==> config.mk <==
export PLATFORM = sky130hd
export DESIGN_NAME = transmissor_serial_flat
export DESIGN_NICKNAME = d
export VERILOG_FILES = /design/src/rtl/transmissor_serial_if.sv /design/src/rtl/transmissor_serial.sv /design/src/flat_wrapper.sv
export SDC_FILE = /design/constraint.sdc
export NUM_CORES = 1
export LEC_CHECK = 0
export CAP_MARGIN = 20
export CELL_PAD_IN_SITES_DETAIL_PLACEMENT = 1
export CELL_PAD_IN_SITES_GLOBAL_PLACEMENT = 1
export CORE_MARGIN = 1.5
export CORE_UTILIZATION = 47
export CTS_BUF_LIST = sky130_fd_sc_hd__clkbuf_4 sky130_fd_sc_hd__clkbuf_8
export DETAILED_ROUTE_END_ITERATION = 7
export PLACE_DENSITY_LB_ADDON = 0.1
export SYNTH_ARGS = -nofsm -noshare
export SYNTH_HDL_FRONTEND = slang
export SYNTH_SLANG_ARGS = --single-unit
==> constraint.sdc <==
create_clock -name clk_2 -period 2.43 [get_ports clk_2]
set_input_delay 0.729 -clock clk_2 [delete_from_list [all_inputs] [get_ports clk_2]]
set_output_delay 0.729 -clock clk_2 [all_outputs]
set_load 0.005 [all_outputs]
==> src/rtl/transmissor_serial_if.sv <==
// Handshake bundle between a word source and the serial framer.
// The source owns dado_in/valido_in; the framer answers with pronto_out.
interface transmissor_serial_if #(
  parameter int NBITS_DADO = 4
);
  logic [NBITS_DADO-1:0] dado_in;
  logic                  valido_in;
  logic                  pronto_out;

  modport master (output dado_in, output valido_in, input pronto_out);
  modport slave  (input dado_in, input valido_in, output pronto_out);
endinterface

==> src/rtl/transmissor_serial.sv <==
// Parallel-in, serial-out framed transmitter: start bit, data LSB first,
// optional even parity, stop bit; each bit held CICLOS_POR_BIT cycles.
//
// state        | meaning
// -------------+---------------------------------------------------
// OCIOSO       | idle, line high, pronto_out high, waiting for valido_in
// INICIO       | start bit (line low)
// DADOS        | data bits, line = shift register bit 0
// BIT_PARIDADE | even-parity bit of the latched word
// PARADA       | stop bit (line high), fim_quadro in its last cycle
module transmissor_serial #(
  parameter int NBITS_DADO     = 4,
  parameter int CICLOS_POR_BIT = 1,
  parameter int PARIDADE       = 0
) (
  input  logic                 clk_2,
  input  logic                 reset,
  transmissor_serial_if.slave  bus,
  output logic                 saida_serial,
  output logic                 ocupado,
  output logic                 amostra,
  output logic                 fim_quadro
);

  localparam int CW = (CICLOS_POR_BIT > 1) ? $clog2(CICLOS_POR_BIT) : 1;
  localparam int IW = $clog2(NBITS_DADO) + 1;
  localparam logic [CW-1:0] CNT_ULT = CW'(CICLOS_POR_BIT - 1);
  localparam logic [IW-1:0] IDX_ULT = IW'(NBITS_DADO - 1);

  typedef enum logic [2:0] {
    OCIOSO,
    INICIO,
    DADOS,
    BIT_PARIDADE,
    PARADA
  } estado_t;

  estado_t               estado, estado_nxt;
  logic [CW-1:0]         cnt, cnt_nxt;
  logic [IW-1:0]         idx, idx_nxt;
  logic [NBITS_DADO-1:0] shift_r, shift_nxt;
  logic                  par_r, par_nxt;
  logic                  pronto_r;
  logic                  saida_nxt, ocupado_nxt, amostra_nxt, fim_nxt;
  logic                  fim_bit;

  assign bus.pronto_out = pronto_r;

  always_ff @(posedge clk_2 or negedge reset) begin
    if (!reset) begin
      estado       <= OCIOSO;
      cnt          <= '0;
      idx          <= '0;
      shift_r      <= '0;
      par_r        <= 1'b0;
      pronto_r     <= 1'b1;
      saida_serial <= 1'b1;
      ocupado      <= 1'b0;
      amostra      <= 1'b0;
      fim_quadro   <= 1'b0;
    end else begin
      estado       <= estado_nxt;
      cnt          <= cnt_nxt;
      idx          <= idx_nxt;
      shift_r      <= shift_nxt;
      par_r        <= par_nxt;
      pronto_r     <= (estado_nxt == OCIOSO);
      saida_serial <= saida_nxt;
      ocupado      <= ocupado_nxt;
      amostra      <= amostra_nxt;
      fim_quadro   <= fim_nxt;
    end
  end

  always_comb begin
    estado_nxt = estado;
    cnt_nxt    = cnt;
    idx_nxt    = idx;
    shift_nxt  = shift_r;
    par_nxt    = par_r;
    fim_bit    = (cnt == CNT_ULT);

    if (estado != OCIOSO) begin
      cnt_nxt = fim_bit ? '0 : cnt + CW'(1);
    end

    case (estado)
      OCIOSO: begin
        if (bus.valido_in && pronto_r) begin
          estado_nxt = INICIO;
          cnt_nxt    = '0;
          idx_nxt    = '0;
          shift_nxt  = bus.dado_in;
          par_nxt    = ^bus.dado_in;
        end
      end
      INICIO: begin
        if (fim_bit) estado_nxt = DADOS;
      end
      DADOS: begin
        if (fim_bit) begin
          shift_nxt = shift_r >> 1;
          idx_nxt   = idx + IW'(1);
          if (idx == IDX_ULT) begin
            estado_nxt = (PARIDADE != 0) ? BIT_PARIDADE : PARADA;
            idx_nxt    = '0;
          end
        end
      end
      BIT_PARIDADE: begin
        if (fim_bit) estado_nxt = PARADA;
      end
      PARADA: begin
        if (fim_bit) estado_nxt = OCIOSO;
      end
      default: estado_nxt = OCIOSO;
    endcase
  end

  // Outputs are decoded from the next-state values so they leave flops directly.
  always_comb begin
    saida_nxt = 1'b1;
    case (estado_nxt)
      OCIOSO:       saida_nxt = 1'b1;
      INICIO:       saida_nxt = 1'b0;
      DADOS:        saida_nxt = shift_nxt[0];
      BIT_PARIDADE: saida_nxt = par_nxt;
      PARADA:       saida_nxt = 1'b1;
      default:      saida_nxt = 1'b1;
    endcase
    ocupado_nxt = (estado_nxt != OCIOSO);
    amostra_nxt = (estado_nxt == DADOS) && (cnt_nxt == CNT_ULT);
    fim_nxt     = (estado_nxt == PARADA) && (cnt_nxt == CNT_ULT);
  end

endmodule

==> src/flat_wrapper.sv <==
// flat-port wrapper written by rule: the top's interface ports become plain ports
module transmissor_serial_flat 
#(
  parameter int NBITS_DADO     = 4,
  parameter int CICLOS_POR_BIT = 1,
  parameter int PARIDADE       = 0
)
  (clk_2, reset, saida_serial, ocupado, amostra, fim_quadro, bus_dado_in, bus_valido_in, bus_pronto_out);
  transmissor_serial_if #(.NBITS_DADO(NBITS_DADO)) bus_i ();
  input  logic clk_2;
  input  logic reset;
  output logic saida_serial;
  output logic ocupado;
  output logic amostra;
  output logic fim_quadro;
  input wire logic [$bits(bus_i.dado_in)-1:0] bus_dado_in;
  input wire logic [$bits(bus_i.valido_in)-1:0] bus_valido_in;
  output wire logic [$bits(bus_i.pronto_out)-1:0] bus_pronto_out;
  assign bus_i.dado_in = bus_dado_in;
  assign bus_i.valido_in = bus_valido_in;
  assign bus_pronto_out = bus_i.pronto_out;
  transmissor_serial #(.NBITS_DADO(NBITS_DADO), .CICLOS_POR_BIT(CICLOS_POR_BIT), .PARIDADE(PARIDADE)) u_core (.clk_2(clk_2), .reset(reset), .bus(bus_i), .saida_serial(saida_serial), .ocupado(ocupado), .amostra(amostra), .fim_quadro(fim_quadro));
endmodule
==> out/qor.csv, run 1 <==
metric,value,unit
status,"finished, final reports clean",
cpPeakStageDelay,0.59,ns
fin_cells,115,
finalHoldViolCount,0,
relSlewSlack,68.3,%
start_util,49.2,%
synth_warnings,0,
placed_area,965,sq um
hp-class,reg2reg,
rows,15,
cts_hold_buf,0,
sequentialPowerShare,41.4,%
vias,633,
maxCapViolCount,0,
syn_to_final_growth,18.5,%
total_leakage_power,0.000432,uW
dr.pass1.iters,4,
fin_nets,99,
worstReg2RegStart,u_core.estado[2],
grt_pass1_vias,660,
totalNegativeSetupSlack,0,ns
antenna_cells,0,
dpl.cell_count,111,
seqCellArea,428,sq um
yosys_register_bits,17,
multiInputGateArea,354,sq um
netlist_area,840,sq um
die_w,45.3,um
hpwl,1460,um
skew,0.00181,ns
cp_max_fo,3,
wire_per_inst,17.1,um
crit_cells,1,
reg2reg_to,u_core.saida_serial,
required,1.70,ns
drt-total-wl,1970,um
crit_end,bus_pronto_out,
drv_slew,0,
ir_worst_vdd,0.000571,V
tightest_slew,0.476,ns
fmax,0.469,GHz
cts_tree,built,
cts_root_buf,clkbuf_4,
ys_types,30,
drt_iter0_drc,2,
synth_nets,83,
finalWeightedCongestion,0.726,
power_frac_comb,44.2,%
grt_overflow_total,0,
post-cts-setup-buffers,0,
clock_path_buffers,2,
grt_pass1_wl,3170,um
grt_max_degree,18,
rsz0062_at_grt,false,
die_area,0.00205,sq mm
fin_area,995,sq um
path_cells,clkdlybuf4s50_1,
clkLatencyLatePin,0.30,ns
path_class,reg2out,
pin_count,12,
critPathLaunch,u_core.bus.pronto_out,
htree_num_levels,1,
drc,0,
setup_viol,0,
avgSynthCellArea,11.2,sq um
track_usage,22.7,%
crit_buf_inv,1,
vias_per_cell,5.50,
cts_num_sinks,17,
clk_pin_slew,0.10,ns
cp_top_family,flip-flops,
cpMaxStageDelayCell,dfstp_2,
fp.dieH,45.3,um
crit_path_start_kind,flop,
antenna_left,0,
antenna_found_initial,0,
final.fill_count,189,
p_int,719,uW
powerDensity,1170,mW/mm^2
power.switching,445,uW
cts_resized,0,
drive_gt1_share,17.8,%
post-route-util,58.2,%
r2r_cells,4,
ff2ff_setup_slack,0.63,ns
synthCells,75,
critical_path_arrival,1.40,ns
coreArea,0.00171,sq mm
switching_share,38.2,%
clockPowerShare,14.4,%
ys_seq_area_share,51.0,%
fin_crit,2.13,ns
crit_path_end_kind,primary output,
finalCritPeriodShare,87.7,%
numPortBuffers,11,
cts_buffers,3,
-- metal layers --
| layer | part of all wire [%] | vias to the layer above | GRT usage, % | wire length [um] |
|---|---|---|---|---|
| met1 | 42 | 308 | 26.5 | 821 |
| li1 | - | 298 | - | - |
| met3 | 2.6 | 11 | 4.40 | 52 |
| met5 | 0 | - | 0 | 0 |
| met4 | 4.2 | 0 | 14.1 | 82 |
| met2 | 51 | 16 | 38.0 | 1010 |
-- worst min path at each step --
stage                 startpoint           endpoint  cells after the start
6_report       u_core.shift_r[1]  u_core.shift_r[1]                      2
5_1_grt        u_core.shift_r[1]  u_core.shift_r[1]                      2
4_1_cts        u_core.shift_r[1]  u_core.shift_r[1]                      2
3_5_place_dp   u_core.shift_r[1]  u_core.shift_r[1]                      2
3_3_place_gp   u_core.shift_r[1]  u_core.shift_r[1]                      2
2_1_floorplan              reset     u_core.amostra                      0
-- power by group through the flow --
stage	Combinational, uW	Clock (uW)	Sequential [uW]
detailed placement	515	0	484
CTS	517	170	480
finish	514	168	482
global placement	485	0	480
global route	569	184	493
floorplan	369	0	452
-- synth_stat cells --
cell type | n | area share, %
a21oi_1 | 5 | 3.0
dfrtp_1 | 15 | 45
nor4_1 | 2 | 1.5
buf_6 | 1 | 1.3
o21ai_0 | 3 | 1.8
o21a_1 | 1 | 0.89
nor3_1 | 1 | 0.60
a21o_2 | 1 | 1.0
nor4b_4 | 1 | 2.8
nand2b_1 | 1 | 0.75
o32ai_1 | 2 | 2.1
a41oi_4 | 1 | 3.3
inv_1 | 5 | 2.2
o31ai_1 | 1 | 0.89
o211ai_1 | 1 | 0.89
and2_2 | 1 | 0.89
dfstp_2 | 2 | 6.3
a221o_1 | 1 | 1.2
nor2_4 | 1 | 1.3
xnor2_1 | 3 | 3.1
nor2b_1 | 1 | 0.75
nor2_1 | 2 | 0.89
a22oi_1 | 2 | 1.8
nand2_1 | 12 | 5.4
clkbuf_8 | 2 | 3.3
a31o_2 | 1 | 1.0
ha_1 | 1 | 1.5
a211o_1 | 2 | 2.1
nand3_1 | 2 | 1.2
nor4_2 | 1 | 1.5
-- sequential cells by signal, summed over array words and instances, names as in the netlist --
register	cells
u_core.ocupado	1
u_core.saida_serial	1
u_core.cnt	1
u_core.idx	3
u_core.shift_r	4
u_core.par_r	1
u_core.fim_quadro	1
u_core.amostra	1
u_core.estado	3
u_core.bus.pronto_out	1
-- worst register-to-register path: cells and delay by family, from the launching register on --
family | cells | cell delay [ns]
compound gates | 3 | 0.72
flops | 1 | 0.54
simple gates | 1 | 0.47
-- cell usage in the layout (no fill, tap or decap), drive strengths merged --
cell / n
o21ai: 3
a31o: 1
o32ai: 2
nand2: 12
a22oi: 2
and2: 1
o211ai: 1
dfstp: 2
nor2b: 1
nand2b: 1
clkbuf: 4
a211o: 2
buf: 3
a41oi: 1
clkdlybuf4s50: 11
a21o: 1
o21a: 1
inv: 5
o31ai: 1
ha: 1
nor2: 3
a21oi: 5
nor4: 3
nor3: 1
nand3: 2
nor4b: 1
dfrtp: 15
xnor2: 3
a221o: 1
-- through the flow --
stage / hold slack, ns / total power [uW] / setup slack [ns]
2_1_floorplan: 0.433 / 822 / 0.826
5_1_grt: 0.537 / 1250 / 0.254
6_report: 0.507 / 1160 / 0.298
3_3_place_gp: 0.457 / 965 / 0.334
4_1_cts: 0.502 / 1170 / 0.294
3_5_place_dp: 0.479 / 999 / 0.263
-- kinds of logic (layout without fill, tap and decap cells) --
kind of cell	count (synthesis)	in the layout	share of synthesized area, %
AND/OR/NAND/NOR	25	25	17.6
buffers and inverters	8	23	6.86
adder cells (fa/ha/maj)	1	1	1.49
XOR/XNOR	3	3	3.13
flip-flops	17	17	51.0
AO/OA/AOI/OAI	21	21	20.0
-- cell type report --
| cell class | instances | share of cell area, % |
|---|---|---|
| multi-input cells | 50 | 35.6 |
| well taps | 25 | 3.14 |
| flip-flops and latches | 17 | 43.0 |
| repair buffers | 14 | 13.3 |
| inverters | 5 | 1.89 |
| clock buffers | 4 | 3.02 |
No activity file was read; power rests on OpenSTA's default activity.
==> inputs of run 2 (changes only) <==
--- a/config.mk
+++ b/config.mk
@@ -12,7 +12,7 @@
 export CORE_UTILIZATION = 47
 export CTS_BUF_LIST = sky130_fd_sc_hd__clkbuf_4 sky130_fd_sc_hd__clkbuf_8
 export DETAILED_ROUTE_END_ITERATION = 7
-export PLACE_DENSITY_LB_ADDON = 0.1
+export PLACE_DENSITY = 0.83
 export SYNTH_ARGS = -nofsm -noshare
 export SYNTH_HDL_FRONTEND = slang
 export SYNTH_SLANG_ARGS = --single-unit
==> run 2 against run 1 <==
Effect of this change: clock power decreased by 5%; critical path type unchanged; design area decreased by 0.75%; clock skew increased by 0.0035 ns; highest routed layer unchanged.
==> out/qor.csv, run 2 (same netlist as run 1, synthesis figures left out) <==
metric,value,unit,change
clock_path_buffers,2,,unchanged
busiest_layer,met2,,
fp.dieH,45.3,um,unchanged
grtUsageMet3,8.80,%,+4.4 points
coreArea,0.00171,sq mm,unchanged
vias_per_cell,5.54,,+0.56%
dpl.cell_count,110,,-0.90%
worst_hold_slack,0.499,ns,-0.00800 ns
skew,0.00533,ns,+0.00352 ns
cts_root_buf,clkbuf_4,,
htree_num_levels,1,,unchanged
ir_worst_vdd,0.000479,V,-16%
layout_common_cells,"dfrtp_1 (15), nand2_1 (12), clkdlybuf4s50_1 (11)",,
finalWeightedCongestion,0.746,,+2.6%
hpwl,1380,um,-5.6%
finalCritPeriodShare,86.8,%,-0.93 points
drive_gt1_share,16.9,%,-0.92 points
cpPeakStageDelay,0.58,ns,about the same
drc,0,,unchanged
clkLatencyLatePin,0.29,ns,about the same
reg_top3,"u_core.shift_r (4), u_core.estado (3), u_core.idx (3)",,
rows,15,,unchanged
final.fill_count,191,,+1.1%
fmax,0.474,GHz,+1.1%
dr.pass1.iters,2,,-2
tightest_slew,0.471,ns,-0.00521 ns
crit_path_end_kind,primary output,,
totalNegativeSetupSlack,0,ns,unchanged
total_leakage_power,0.000427,uW,-1.2%
antenna_found_initial,0,,unchanged
use_met1,23.5,%,-3.0 points
cp_max_fo,3,,unchanged
numPortBuffers,11,,unchanged
setup_ws,0.321,ns,+0.0225 ns
post-cts-setup-buffers,0,,unchanged
fin_crit,2.11,ns,-0.0225 ns
maxCapViolCount,0,,unchanged
grt_pass1_vias,664,,+0.61%
cts_tree,built,,
setup_viol,0,,unchanged
drv_slew,0,,unchanged
grt_max_degree,18,,unchanged
crit_buf_inv,1,,unchanged
grt_pass1_wl,2990,um,-5.7%
finalHoldViolCount,0,,unchanged
grt_util_met2,37.4,%,-0.57 points
track_usage,21.9,%,-0.83 points
status,"finished, final reports clean",,
die_w,45.3,um,unchanged
pin_count,12,,unchanged
pre_cts_ws,0.302,ns,+0.0387 ns
regMostFlops,u_core.shift_r,,
powerDensity,1150,mW/mm^2,-1.8%
drt-total-wl,1820,um,-7.6%
rsz0062_at_grt,false,,
fin_cells,114,,-0.87%
relSlewSlack,68.6,%,+0.35 points
cts_hold_buf,0,,unchanged
grt_overflow_total,0,,unchanged
crit_path_start_kind,flop,,
cts_resized,0,,unchanged
fin_nets,98,,-1.0%
largest_reg_flops,4,,unchanged
clk_pin_slew,0.10,ns,about the same
wire_per_inst,15.9,um,-6.8%
hp-class,reg2reg,,
required,1.70,ns,about the same
critical_path_arrival,1.38,ns,-0.02 ns
antenna_left,0,,unchanged
syn_to_final_growth,17.6,%,
start_util,49.2,%,unchanged
path_cells,clkdlybuf4s50_1,,
final_common_cell,dfrtp_1,,
cts_num_sinks,17,,unchanged
drt_iter0_drc,3,,+1
cts_buffers,3,,unchanged
cp_top_family,flip-flops,,
antenna_cells,0,,unchanged
path_class,reg2out,,
vias,631,,-0.32%
die_area,0.00205,sq mm,unchanged
cpMaxStageDelayCell,dfstp_2,,
[run 2: cell type report]
type                    instances  area, sq um  area share [%]
flip-flops and latches         17          428            43.3
multi-input cells              50          354            35.9
repair buffers                 13          125            12.7
well taps                      25         31.3            3.17
clock buffers                   4         30.0            3.04
inverters                       5         18.8            1.90
[run 2: worst paths after layout]
check	startpoint	end	slack (ns)	depth (start not counted)
hold / removal	u_core.shift_r[1]	u_core.shift_r[1]	0.50	2
min in group asynchronous	reset	u_core.estado[1]	0.75	2
setup / recovery	u_core.bus.pronto_out	bus_pronto_out	0.32	1
setup reg to reg	u_core.estado[1]	u_core.saida_serial	0.60	4
max in group asynchronous	reset	u_core.saida_serial	1.42	2
hold reg to reg	u_core.shift_r[1]	u_core.shift_r[1]	0.50	2
[run 2: per-layer routing]
metal / vias to the layer above / wire [um] / share of wire [%]
met5: - / 0 / 0
met4: 0 / 37 / 2.0
met3: 4 / 67 / 3.7
met2: 13 / 981 / 54
met1: 320 / 730 / 40
li1: 294 / - / -
[run 2: stage by stage]
stage,utilization (%),instance area [sq um],total power (uW)
finish,57.8,987,1130
global route,57.8,987,1230
CTS,57.8,987,1150
detailed placement,56.0,957,982
global placement,56.0,957,950
floorplan,-,840,822
[run 2: where the power goes]
group | total [uW] | internal [uW] | switching [uW]
combinational | 468 | 237 | 230
sequential | 506 | 396 | 110
clock | 160 | 75.0 | 85.1
total | 1130 | 709 | 425
